**config.mk**
```make
export PLATFORM = sky130hd
export DESIGN_NAME = activation_line_buffer_writer_flat
export DESIGN_NICKNAME = d
export VERILOG_FILES = /design/src/rtl/activation_line_buffer_writer_if.sv /design/src/rtl/activation_line_buffer_writer.sv /design/src/flat_wrapper.sv
export SDC_FILE = /design/constraint.sdc
export NUM_CORES = 1
export LEC_CHECK = 0
export CAP_MARGIN = 40
export CORE_UTILIZATION = 45
export DETAILED_ROUTE_END_ITERATION = 7
export PLACE_DENSITY = 0.84
export RECOVER_POWER = 50
export SLEW_MARGIN = 15
export SYNTH_ARGS = -nofsm -noshare
export SYNTH_HDL_FRONTEND = slang
export SYNTH_SLANG_ARGS = --single-unit
```
**constraint.sdc**
```tcl
create_clock -name clk -period 4.85 [get_ports clk]
set_clock_uncertainty 0.05 [all_clocks]
set_input_delay 0.7275 -clock clk [delete_from_list [all_inputs] [get_ports clk]]
set_output_delay 0.7275 -clock clk [all_outputs]
set_load 0.05 [all_outputs]
```
**src/rtl/activation_line_buffer_writer_if.sv**
```systemverilog
// Beat-serial activation stream in, line-buffer port-A write out; grouped so the
// producer/line-buffer side (master) and the fill stage (slave) see one bundle.
interface activation_line_buffer_writer_if #(
    parameter int BANK_W     = 128,
    parameter int BANK_COUNT = 4,
    parameter int AW         = 9
);
    logic [BANK_W-1:0]     s_axis_tdata;
    logic                  s_axis_tvalid;
    logic                  s_axis_tready;
    logic                  s_axis_tlast;
    logic [BANK_W-1:0]     o_activation_buffer_data_in;
    logic                  o_write_port_en;
    logic [BANK_COUNT-1:0] o_write_enable;
    logic [AW-1:0]         o_address_bus;

    modport master (
        output s_axis_tdata, s_axis_tvalid, s_axis_tlast,
        input  s_axis_tready,
        input  o_activation_buffer_data_in, o_write_port_en, o_write_enable, o_address_bus
    );

    modport slave (
        input  s_axis_tdata, s_axis_tvalid, s_axis_tlast,
        output s_axis_tready,
        output o_activation_buffer_data_in, o_write_port_en, o_write_enable, o_address_bus
    );
endinterface

```
**src/rtl/activation_line_buffer_writer.sv**
```systemverilog
// Fills the activation line buffer bank-round-robin from an AXI-S beat stream; 1-cycle beat->write.
// Backpressure: tready is high only while loading, so no beat is taken outside an armed fill.
module activation_line_buffer_writer #(
    parameter int ACTIVATION_BANK_BIT_WIDTH    = 128,
    parameter int ACTIVATION_LINE_BUFFER_DEPTH = 512,
    parameter int ACTIVATION_BUFFER_BANK_COUNT = 4,
    localparam int AW = $clog2(ACTIVATION_LINE_BUFFER_DEPTH)
) (
    input  logic                                 clk,
    input  logic                                 resetn,
    input  logic                                 i_start,
    input  logic [AW:0]                          i_word_count,
    activation_line_buffer_writer_if.slave       bus,
    output logic                                 o_busy,
    output logic                                 o_done,
    output logic                                 o_tlast_error
);
    localparam int BC  = ACTIVATION_BUFFER_BANK_COUNT;
    localparam int BW  = ACTIVATION_BANK_BIT_WIDTH;
    localparam int BPW = (BC > 1) ? $clog2(BC) : 1;
    localparam logic [AW:0]    DEPTH_W   = (AW+1)'(ACTIVATION_LINE_BUFFER_DEPTH);
    localparam logic [BPW-1:0] BANK_LAST = BPW'(BC - 1);

    typedef enum logic [1:0] {IDLE, LOAD, DONE} state_t;

    state_t          state_q, state_d;
    logic [AW:0]     count_q, count_d;
    logic [BPW-1:0]  bank_ptr_q, bank_ptr_d;
    logic [AW-1:0]   addr_ptr_q, addr_ptr_d;
    logic            tlast_err_q, tlast_err_d;
    logic            wpe_q, wpe_d;
    logic [BC-1:0]   we_q, we_d;
    logic [AW-1:0]   waddr_q, waddr_d;
    logic [BW-1:0]   wdat_q, wdat_d;

    logic start_ok;
    logic beat_acc;
    logic final_beat;

    // Out-of-range counts are dropped here so they never disturb an idle block.
    assign start_ok   = (state_q == IDLE) && i_start && (i_word_count <= DEPTH_W);
    assign beat_acc   = bus.s_axis_tvalid && bus.s_axis_tready;
    assign final_beat = ({1'b0, addr_ptr_q} == (count_q - (AW+1)'(1))) && (bank_ptr_q == BANK_LAST);

    always_ff @(posedge clk or negedge resetn) begin
        if (!resetn) begin
            state_q <= IDLE;
        end else begin
            state_q <= state_d;
        end
    end

    always_comb begin
        state_d = state_q;
        case (state_q)
            IDLE:    if (start_ok) state_d = (i_word_count == '0) ? DONE : LOAD;
            LOAD:    if (beat_acc && final_beat) state_d = DONE;
            DONE:    state_d = IDLE;
            default: state_d = IDLE;
        endcase
    end

    always_comb begin
        bus.s_axis_tready = (state_q == LOAD);
        o_busy            = (state_q == LOAD);
        o_done            = (state_q == DONE);
    end

    always_comb begin
        count_d     = count_q;
        bank_ptr_d  = bank_ptr_q;
        addr_ptr_d  = addr_ptr_q;
        tlast_err_d = tlast_err_q;
        wpe_d       = 1'b0;
        we_d        = '0;
        waddr_d     = waddr_q;
        wdat_d      = wdat_q;
        if (start_ok) begin
            count_d     = i_word_count;
            bank_ptr_d  = '0;
            addr_ptr_d  = '0;
            tlast_err_d = 1'b0;
        end
        if (beat_acc) begin
            wpe_d   = 1'b1;
            we_d    = BC'(1) << bank_ptr_q;
            waddr_d = addr_ptr_q;
            wdat_d  = bus.s_axis_tdata;
            if (bank_ptr_q == BANK_LAST) begin
                bank_ptr_d = '0;
                addr_ptr_d = addr_ptr_q + AW'(1);
            end else begin
                bank_ptr_d = bank_ptr_q + BPW'(1);
            end
            // tlast is advisory: a misplaced or missing marker is flagged, never acted on.
            if (bus.s_axis_tlast != final_beat) tlast_err_d = 1'b1;
        end
    end

    always_ff @(posedge clk or negedge resetn) begin
        if (!resetn) begin
            count_q     <= '0;
            bank_ptr_q  <= '0;
            addr_ptr_q  <= '0;
            tlast_err_q <= 1'b0;
            wpe_q       <= 1'b0;
            we_q        <= '0;
            waddr_q     <= '0;
            wdat_q      <= '0;
        end else begin
            count_q     <= count_d;
            bank_ptr_q  <= bank_ptr_d;
            addr_ptr_q  <= addr_ptr_d;
            tlast_err_q <= tlast_err_d;
            wpe_q       <= wpe_d;
            we_q        <= we_d;
            waddr_q     <= waddr_d;
            wdat_q      <= wdat_d;
        end
    end

    assign bus.o_write_port_en             = wpe_q;
    assign bus.o_write_enable              = we_q;
    assign bus.o_address_bus               = waddr_q;
    assign bus.o_activation_buffer_data_in = wdat_q;
    assign o_tlast_error                   = tlast_err_q;
endmodule

```
**src/flat_wrapper.sv**
```systemverilog
// flat-port wrapper written by rule: the top's interface ports become plain ports
module activation_line_buffer_writer_flat 
#(
    parameter int ACTIVATION_BANK_BIT_WIDTH    = 128,
    parameter int ACTIVATION_LINE_BUFFER_DEPTH = 512,
    parameter int ACTIVATION_BUFFER_BANK_COUNT = 4,
    localparam int AW = $clog2(ACTIVATION_LINE_BUFFER_DEPTH)
)
  (clk, resetn, i_start, i_word_count, o_busy, o_done, o_tlast_error, bus_s_axis_tdata, bus_s_axis_tvalid, bus_s_axis_tlast, bus_s_axis_tready, bus_o_activation_buffer_data_in, bus_o_write_port_en, bus_o_write_enable, bus_o_address_bus);
  activation_line_buffer_writer_if #(.BANK_W((128)), .BANK_COUNT((4)), .AW((9))) bus_i ();
  input  logic clk;
  input  logic resetn;
  input  logic i_start;
  input  logic [AW:0] i_word_count;
  output logic o_busy;
  output logic o_done;
  output logic o_tlast_error;
  input wire logic [$bits(bus_i.s_axis_tdata)-1:0] bus_s_axis_tdata;
  input wire logic [$bits(bus_i.s_axis_tvalid)-1:0] bus_s_axis_tvalid;
  input wire logic [$bits(bus_i.s_axis_tlast)-1:0] bus_s_axis_tlast;
  output wire logic [$bits(bus_i.s_axis_tready)-1:0] bus_s_axis_tready;
  output wire logic [$bits(bus_i.o_activation_buffer_data_in)-1:0] bus_o_activation_buffer_data_in;
  output wire logic [$bits(bus_i.o_write_port_en)-1:0] bus_o_write_port_en;
  output wire logic [$bits(bus_i.o_write_enable)-1:0] bus_o_write_enable;
  output wire logic [$bits(bus_i.o_address_bus)-1:0] bus_o_address_bus;
  assign bus_i.s_axis_tdata = bus_s_axis_tdata;
  assign bus_i.s_axis_tvalid = bus_s_axis_tvalid;
  assign bus_i.s_axis_tlast = bus_s_axis_tlast;
  assign bus_s_axis_tready = bus_i.s_axis_tready;
  assign bus_o_activation_buffer_data_in = bus_i.o_activation_buffer_data_in;
  assign bus_o_write_port_en = bus_i.o_write_port_en;
  assign bus_o_write_enable = bus_i.o_write_enable;
  assign bus_o_address_bus = bus_i.o_address_bus;
  activation_line_buffer_writer #(.ACTIVATION_BANK_BIT_WIDTH(ACTIVATION_BANK_BIT_WIDTH), .ACTIVATION_LINE_BUFFER_DEPTH(ACTIVATION_LINE_BUFFER_DEPTH), .ACTIVATION_BUFFER_BANK_COUNT(ACTIVATION_BUFFER_BANK_COUNT)) u_core (.clk(clk), .resetn(resetn), .i_start(i_start), .i_word_count(i_word_count), .bus(bus_i), .o_busy(o_busy), .o_done(o_done), .o_tlast_error(o_tlast_error));
endmodule
```
==> metrics.txt <==
status complete, but fails checks; failing checks design-rule violations, max-capacitance violations, max-slew violations; Final Instance Area 10,410 um2; post-CTS setup buffers 0; pwr/cell area 640.4 nW/um2; Vias 6,063; Final min period 2.815 ns; Yosys reg bits 166; DR WL met2 9100 um; YS warnings 0; number of synthesized flops with an enable pin 0; fmax 0.3552 GHz; total grt overflow 0; initial drt markers 385; top cells by area, synth dfrtp_1 (61%), nand2_1 (23%), clkbuf_1 (2.0%); Buf/Inv on CP 3; antenna cells 0; Post-DRT Antenna Nets 0; fill cell count 1,074; routed len/inst 15.05 um; final-report hold violation count 0; count of cell types in the netlist 43; Total GRT Usage 24.88%; largest net degree at the start of global routing 89; Slowest-stage cell, CP clkdlybuf4s50_1; post-synth top area cell dfrtp_1; post-place setup slack 1.588 ns; vias in the first global route 6,093; clock slew at reported path FFs 0.06 ns; Syn Nets 905; gpl congestion 0.8245; # nets final 1,178; maximum VDD drop 318.5 uV; share of the synthesized area in the top cell type 61.25%; CP Cell Sequence clkdlybuf4s50_1 -> nand2_4 -> inv_4 -> buf_4 -> and2_1 -> mux2i_1 -> nand4_1; async set or reset register ratio after synthesis 100.0%; Rows 44; Core Area 14,640 um2; Lkg Pwr 5.079 nW; M1 wire length 7252 um; Comb power frac 47.0%; H-Tree Depth 4; WP data arrival 3.12 ns; sequential share of power 31.8%; Slew @ Worst Pin 2.473 ns; Hold Crit Class input port to async pin; crit path capture type register; Post-CTS Hold Buffers 0; number of CTS-inserted buffers 17; IO buf count 288; vias per inst 4.945; NetSw 2.968 mW; clock network power share 21.3%; Max-Slew Margin vs Limit -64.89%; maxcap violations 2; kind of critical path input port to register; Worst Path Required 5.16 ns; CTS resizes 0; Largest delay share family, worst path buffers and inverters; RSZ-0062 raised after global routing false; CP startpoint kind input port; Crit path largest cell delay 0.53 ns; drt drc 24; Finished Core Util 71.09%; setup TNS 0 ns; I/O pin cnt 289; post-route clock period utilization 58.04%; TritonCTS clock tree done; Skew-Pair Late Insertion Delay 0.42 ns; Die H 124.8 um; Worst Path Max Fanout 70; Internal 3.698 mW; die width 124.8 um; metal3 WL 1444 um; layout cells sized above 1 5.086%; final worst slack 2.035 ns; Area Overhead vs Synth 53.51%; Starting Density 46.31%; Gate Count Post-Synth 756; post-synthesis sequential area ratio 61.25%; drt total wl 18,450 um; Synth Flop Type dfrtp_1; Net Sw Frac 44.53%; top-count cell post-synth nand2_1; mean post-synth cell area 8.970 um2; TritonRoute pass-1 iters 7; initial antenna violation count 0; clk root buf clkbuf_16; top post-synthesis cells by count nand2_1 (424), dfrtp_1 (166), clkbuf_1 (37), nor2_1 (15), nand3_1 (10); Clock Sinks 166; first-pass GRT wire length 30,240 um; die area 15,570 um2; HPWL Detailed 12,750 um; Max Slew Vio Count 132; CTS Buffer Depth 2; placed cell area 9792 um2; DR top layer met4; final setup vio count 0; synthesized area 6782 um2
state kept, by name, summed over array words and instances (netlist names):
| name | cells |
|---|---|
| u_core.count_q | 10 |
| u_core.bank_ptr_q | 2 |
| u_core.state_q | 2 |
| u_core.addr_ptr_q | 9 |
| u_core.bus.o_activation_buffer_data_in | 128 |
| u_core.bus.o_write_port_en | 1 |
| u_core.bus.o_address_bus | 9 |
| u_core.bus.o_write_enable | 4 |
| u_core.o_tlast_error | 1 |
layout by cell type, fill, tap and decap left out, types with 2 or more instances in the layout:
| master | synthesis | layout |
|---|---|---|
| a211o_1 | 2 | 2 |
| a21oi_1 | 3 | 2 |
| a31oi_1 | 2 | 2 |
| and2_1 | 4 | 4 |
| and3_1 | 3 | 3 |
| buf_4 | 1 | 4 |
| bufinv_16 | 0 | 4 |
| clkbuf_1 | 37 | 4 |
| clkbuf_16 | 0 | 17 |
| clkdlybuf4s50_1 | 0 | 251 |
| clkinv_2 | 0 | 3 |
| clkinv_4 | 0 | 4 |
| dfrtp_1 | 166 | 166 |
| dlygate4sd3_1 | 0 | 36 |
| ha_1 | 6 | 6 |
| inv_1 | 8 | 7 |
| mux2_2 | 8 | 8 |
| nand2_1 | 424 | 423 |
| nand3_1 | 10 | 10 |
| nand3b_1 | 2 | 2 |
| nand4_1 | 2 | 2 |
| nor2_1 | 15 | 15 |
| nor2b_1 | 3 | 3 |
| nor3_1 | 4 | 4 |
| nor4_1 | 2 | 2 |
| o211ai_1 | 2 | 2 |
| o21ai_0 | 7 | 7 |
| o31ai_1 | 3 | 3 |
| or2_2 | 2 | 2 |
| or3_1 | 7 | 7 |
| xnor2_1 | 9 | 9 |
| xor2_1 | 7 | 7 |
power by group through the flow:
stage	Combinational, mW	Clock, mW	Sequential [mW]
2_1_floorplan	0.810	0	3.35
3_3_place_gp	3.12	0	2.12
3_5_place_dp	3.17	0	2.13
4_1_cts	3.18	1.45	2.12
5_1_grt	3.32	1.50	2.18
6_report	3.13	1.42	2.12
worst register-to-register path: stages (launching register included):
cell and delay, ns:
dfrtp_1 0.39, nor2b_1 0.34, nand2_4 0.47, inv_4 0.56, buf_4 0.48, and2_1 0.24, mux2i_1 0.09, nand4_1 0.10
final timing paths:
check / start / end / slack, ns / cells past startpoint
min in group clk: u_core.bus.o_activation_buffer_data_in[79] / u_core.bus.o_activation_buffer_data_in[79] / 0.42 / 2
worst max-delay path: bus_s_axis_tvalid / u_core.o_tlast_error / 2.03 / 7
max in group asynchronous: resetn / u_core.addr_ptr_q[0] / 2.06 / 2
worst min register to register: u_core.bus.o_activation_buffer_data_in[79] / u_core.bus.o_activation_buffer_data_in[79] / 0.42 / 2
worst min-delay path: resetn / u_core.count_q[4] / 0.08 / 1
worst max register to register: u_core.state_q[1] / u_core.o_tlast_error / 2.08 / 7
routing by layer:
layer / vias up / track usage (%)
met1: 2878 / 28.57
met4: 0 / 11.91
met3: 50 / 8.548
met5: - / 0
li1: 2896 / -
met2: 239 / 41.61
stage by stage:
stage                     hold slack, ns  instances  power [mW]
after floorplan                   0.3819        756       4.164
after global placement            0.4060       1192       5.238
after detailed placement          0.4118       1193       5.298
after CTS                         0.3402       1225       6.750
after global routing             0.08200       1226       7.000
final                            0.08388       1226       6.666
logic make-up (layout without fill, tap and decap cells):
| kind of cell | count (synthesis) | after routing | share of synthesized area, % |
|---|---|---|---|
| muxes | 9 | 9 | 1.476 |
| DFF | 166 | 166 | 61.25 |
| and+or+nand+nor | 486 | 486 | 28.76 |
| xor gates and xnor gates | 16 | 16 | 2.067 |
| adders and majority gates | 6 | 6 | 1.107 |
| AOI/OAI and AO/OA | 24 | 24 | 2.435 |
| buffers and inverters | 49 | 335 | 2.897 |
final cells by class:
type / instances / area, um2 / share of cell area, %
flip-flops and latches: 166 / 4154 / 39.90
repair buffers: 295 / 2927 / 28.11
multi-input cells: 541 / 2442 / 23.46
clock buffers: 20 / 446.7 / 4.291
well taps: 184 / 230.2 / 2.212
clock inverters: 12 / 177.7 / 1.707
inverters: 8 / 32.53 / 0.3125
No activity file was read; power rests on OpenSTA's default activity.
